File: config.mk
export PLATFORM = sky130hd
export DESIGN_NAME = mem_bus_arbiter
export DESIGN_NICKNAME = d
export VERILOG_FILES = /design/src/rtl/mem_bus_arbiter.sv
export SDC_FILE = /design/constraint.sdc
export NUM_CORES = 1
export LEC_CHECK = 0
export ABC_CLOCK_PERIOD_IN_PS = 5300
export BUFFER_PORTS_ARGS = -buffer_cell sky130_fd_sc_hd__buf_2
export CAP_MARGIN = 25
export CORE_ASPECT_RATIO = 0.7
export CORE_MARGIN = 2
export CORE_UTILIZATION = 35
export DETAILED_ROUTE_END_ITERATION = 10
export GPL_ROUTABILITY_DRIVEN = 0
export PLACE_DENSITY_LB_ADDON = 0.05
export REMOVE_ABC_BUFFERS = 1
export SETUP_SLACK_MARGIN = 0.5
export SYNTH_ARGS = -nofsm -noshare
export SYNTH_HDL_FRONTEND = slang
export SYNTH_SLANG_ARGS = --single-unit
File: constraint.sdc
create_clock -name clk_i -period 5.3 [get_ports clk_i]
set_input_delay 0.265 -clock clk_i [delete_from_list [all_inputs] [get_ports clk_i]]
set_output_delay 0.265 -clock clk_i [all_outputs]
set_load 0.02 [all_outputs]
File: src/rtl/mem_bus_arbiter.sv
// rtl/mem_bus_arbiter.sv - two-master round-robin arbiter for the shared data bus
// One outstanding transaction; slave wait states bounded by a timeout that forces an error completion.
module mem_bus_arbiter #(
  parameter int unsigned TIMEOUT_CYCLES = 16
) (
  input  logic        clk_i,
  input  logic        reset_i,
  input  logic        m0_req_i,
  input  logic [31:0] m0_addr_i,
  input  logic [31:0] m0_wdata_i,
  input  logic [3:0]  m0_be_i,
  output logic        m0_gnt_o,
  output logic        m0_rvalid_o,
  output logic [31:0] m0_rdata_o,
  output logic        m0_err_o,
  input  logic        m1_req_i,
  input  logic [31:0] m1_addr_i,
  input  logic [31:0] m1_wdata_i,
  input  logic [3:0]  m1_be_i,
  output logic        m1_gnt_o,
  output logic        m1_rvalid_o,
  output logic [31:0] m1_rdata_o,
  output logic        m1_err_o,
  output logic        s_req_o,
  output logic [31:0] s_addr_o,
  output logic [31:0] s_wdata_o,
  output logic [3:0]  s_be_o,
  input  logic        s_ready_i,
  input  logic [31:0] s_rdata_i,
  input  logic        s_err_i
);

  localparam int unsigned CW = $clog2(TIMEOUT_CYCLES) + 1;

  typedef enum logic {IDLE, BUSY} state_t;

  state_t        state_q;
  logic          owner_q;
  logic          last_grant_q;
  logic [CW-1:0] cnt_q;
  logic [CW-1:0] cnt_d;
  logic          timeout;
  logic          done;
  logic [31:0]   done_rdata;
  logic          done_err;
  logic          s_req_q;
  logic [31:0]   s_addr_q;
  logic [31:0]   s_wdata_q;
  logic [3:0]    s_be_q;
  logic          m0_rvalid_q, m1_rvalid_q;
  logic [31:0]   m0_rdata_q, m1_rdata_q;
  logic          m0_err_q, m1_err_q;

  // On a tie the master that did not win last time gets the bus.
  assign m0_gnt_o = (state_q == IDLE) && m0_req_i && (!m1_req_i || last_grant_q);
  assign m1_gnt_o = (state_q == IDLE) && m1_req_i && (!m0_req_i || !last_grant_q);

  always_comb begin
    cnt_d      = cnt_q + 1'b1;
    timeout    = (cnt_q == CW'(TIMEOUT_CYCLES - 1));
    done       = s_ready_i || timeout;
    // A ready slave beats a simultaneous timeout.
    done_rdata = s_ready_i ? s_rdata_i : 32'h0;
    done_err   = s_ready_i ? s_err_i : 1'b1;
  end

  always_ff @(posedge clk_i) begin
    if (reset_i) begin
      state_q      <= IDLE;
      owner_q      <= 1'b0;
      last_grant_q <= 1'b1;
      cnt_q        <= '0;
      s_req_q      <= 1'b0;
      s_addr_q     <= 32'h0;
      s_wdata_q    <= 32'h0;
      s_be_q       <= 4'h0;
      m0_rvalid_q  <= 1'b0;
      m1_rvalid_q  <= 1'b0;
      m0_rdata_q   <= 32'h0;
      m1_rdata_q   <= 32'h0;
      m0_err_q     <= 1'b0;
      m1_err_q     <= 1'b0;
    end else begin
      m0_rvalid_q <= 1'b0;
      m1_rvalid_q <= 1'b0;
      case (state_q)
        IDLE: begin
          if (m0_gnt_o || m1_gnt_o) begin
            s_addr_q     <= m1_gnt_o ? m1_addr_i  : m0_addr_i;
            s_wdata_q    <= m1_gnt_o ? m1_wdata_i : m0_wdata_i;
            s_be_q       <= m1_gnt_o ? m1_be_i    : m0_be_i;
            owner_q      <= m1_gnt_o;
            last_grant_q <= m1_gnt_o;
            cnt_q        <= '0;
            s_req_q      <= 1'b1;
            state_q      <= BUSY;
          end
        end
        BUSY: begin
          if (done) begin
            if (owner_q) begin
              m1_rvalid_q <= 1'b1;
              m1_rdata_q  <= done_rdata;
              m1_err_q    <= done_err;
            end else begin
              m0_rvalid_q <= 1'b1;
              m0_rdata_q  <= done_rdata;
              m0_err_q    <= done_err;
            end
            s_req_q <= 1'b0;
            state_q <= IDLE;
          end else begin
            cnt_q <= cnt_d;
          end
        end
        default: state_q <= IDLE;
      endcase
    end
  end

  assign s_req_o     = s_req_q;
  assign s_addr_o    = s_addr_q;
  assign s_wdata_o   = s_wdata_q;
  assign s_be_o      = s_be_q;
  assign m0_rvalid_o = m0_rvalid_q;
  assign m0_rdata_o  = m0_rdata_q;
  assign m0_err_o    = m0_err_q;
  assign m1_rvalid_o = m1_rvalid_q;
  assign m1_rdata_o  = m1_rdata_q;
  assign m1_err_o    = m1_err_q;

endmodule

==> results.toml <==
[synth]
synth_cells = 748
ys.flop_type = "dfxtp_1"
syn_area_sq_um = 6342
async_flop_share_pct = 0
ys_warn_count = 0
yosysTopAreaCell = "dfxtp_1"
synth_seq_area_share_pct = 45.77
ys_ff_latch = 145
synth_top_cell_area_share_pct = 45.77
syn_avg_cell_area_sq_um = 8.479
synth_cell_types = 39
synth_area_leaders = "dfxtp_1, a2111oi_0, a21oi_1, nand4b_1, nor2_1"
synth_enable_flop_cells = 0

[pwr]
power_density_nw_per_um2 = 347.3
finalPower_mw = 2.980
max-vdd-ir-drop_mv = 0.1418
power.leakage_nw = 3.837

[clock_network]
cts_buffers = 17
cts_resized = 0
root_buffer = "clkbuf_16"
h-tree-depth = 4
cts_hold_buf = 0
clock_path_buffers = 2
clock_sinks = 145
cts_tree = "yes"
post_cts.repair.setup_buffers = 0
clk_latency_ns = 0.42
cts.clk_slew.worst_paths_ns = 0.06

[placement]
dp.cells = 1217
place_ws_ns = 2.856
dp_hpwl_microns = 13850
io_buffers = 312

[final_layout]
stdcell_count = 1251
fin_nets = 1177
layout-drive-gt1-share_pct = 36.03
n_fill_cell = 1801
area_growth_pct = 35.29

[detailed_routing]
drtIter0Drc = 563
post_drt_wl_per_cell_microns = 17.47
vias = 6672
drt_pass1_iterations = 4
totalWireLength_microns = 21850
vias_per_cell = 5.333
drcViolationCount = 0
antenna_left = 0

[critical_path]
crit_chain = "buf_4 -> or3b_1 -> or3_1 -> a211oi_2"
worstPathArrival_ns = 2.87
cp_slowest_cell = "buf_4"
crit_type = "reg2reg"
rr_startpoint = "state_q"
slowest_delay_ns = 0.72
crit_path_start_kind = "register"
cp_max_fo = 97
endpoint_kind = "register"
crit_path_start = "state_q"
required_ns = 5.63

[timing]
whs_ns = 0.08363
skew_ns = 0.009419
fmax_mhz = 394.0
setup_tns_ns = 0
slew_viol_final = 0
rsz0062_at_grt = "false"
fin_crit_sh_pct = 47.89
worst_pin_slew_ns = 1.052
setup_viol = 0
slew_headroom_pct = 29.89
min_period_ns = 2.538
setup_slack_ns = 2.762
finalHoldViolations = 0

[worst_hold_path]
min_path_type = "in2reg"
worstHoldStart = "m1_wdata_i[19]"

[global_routing]
antenna_found_initial = 2
gr-total-overflow = 0
grt_util_all_layers_pct = 21.93
grt_max_degree = 99
grt_pass1_vias = 6188
grt_pass1_wl_microns = 33190

[floorplanning]
die_width_microns = 164.9
die_area_sq_um = 19230
start_util_pct = 35.43
rows = 41
ioPinCount = 313
die-height_microns = 116.6
coreArea_sq_um = 17900

[flow_run]
drv_cap = 0

[run_status]
status = "finished, final reports clean"
worst paths after layout:
kind	end	slack, ns	cells after the start
max	cnt_q[3]	2.76	4
min	s_wdata_o[19]	0.08	3
max reg2reg	cnt_q[3]	2.76	4
min reg2reg	m1_rdata_o[31]	0.45	2
cells in the final DEF, fill, tap and decap left out, types with 3 or more instances in the layout:
master      count
a2111oi_0     128
o21ai_1        10
clkinvlp_4      3
dfxtp_1       143
inv_1          71
clkbuf_16      18
nor2_1         73
buf_4          13
o21ai_0        23
nand3_1        37
clkinv_4        3
a2111oi_1       8
nand2_1        33
nand4b_1       33
buf_2         311
bufinv_16       3
a21oi_1        69
metal layers:
| metal | track usage [%] | share of wire (%) |
|---|---|---|
| met2 | 35.68 | 47 |
| met4 | 7.014 | 1.4 |
| met1 | 29.29 | 46 |
| met3 | 4.616 | 6.1 |
| met5 | 0 | 0 |
cell type report:
type / count / area [sq um] / share of cell area, %
Clock inverter: 11 / 152.6 / 1.779
Sequential cell: 145 / 2908 / 33.89
Inverter: 73 / 274.0 / 3.193
Multi-Input combinational cell: 439 / 2794 / 32.56
Clock buffer: 20 / 478.0 / 5.570
Tap cell: 236 / 295.3 / 3.441
Antenna cell: 2 / 5.005 / 0.05833
Timing Repair Buffer: 325 / 1674 / 19.51
power by group:
group | internal, mW | switching [mW] | total [mW] | leakage (nW)
logic | 0.170 | 0.322 | 0.492 | 2.35
registers | 1.16 | 0.0368 | 1.20 | 1.19
clock network | 0.795 | 0.494 | 1.29 | 0.300
total | 2.13 | 0.853 | 2.98 | 3.84
worst max-delay path, delay by kind of cell (launching register included):
family / cells / cell delay [ns]
buf+inv: 1 / 0.72
simple gates: 2 / 0.94
compound gates: 1 / 0.21
flops: 1 / 0.42
sequential cells by signal, indices dropped and copies added, names as in the netlist:
signal / count
m0_err_o: 1
m0_rdata_o: 32
s_be_o: 4
state_q: 1
last_grant_q: 1
cnt_q: 5
m1_rvalid_o: 1
s_addr_o: 32
owner_q: 1
m0_rvalid_o: 1
s_wdata_o: 32
m1_rdata_o: 32
m1_err_o: 1
s_req_o: 1
stage by stage:
stage / instance area (sq um) / utilization [%]
3_3_place_gp: 7925 / 44.27
2_1_floorplan: 5959 / -
4_1_cts: 8556 / 47.79
3_5_place_dp: 7925 / 44.27
5_1_grt: 8581 / 47.93
6_report: 8581 / 47.93
kinds of logic after synthesis:
| logic type | after synthesis | share of synthesized area, % |
|---|---|---|
| compound gates | 248 | 28.33 |
| simple gates | 188 | 15.01 |
| buf+inv | 164 | 10.36 |
| flops | 145 | 45.77 |
| fa+ha+maj | 2 | 0.3945 |
| xor+xnor | 1 | 0.1381 |
synth_stat cells (11+ instances only):
cell type / count
a21oi_1: 69
a2111oi_0: 128
buf_2: 18
nor2_1: 73
o21ai_0: 23
nand4b_1: 33
o21ai_1: 11
dfxtp_1: 145
clkbuf_1: 63
nand2_1: 34
nand3_1: 37
inv_1: 71
Power figures use the tool's default switching activity.
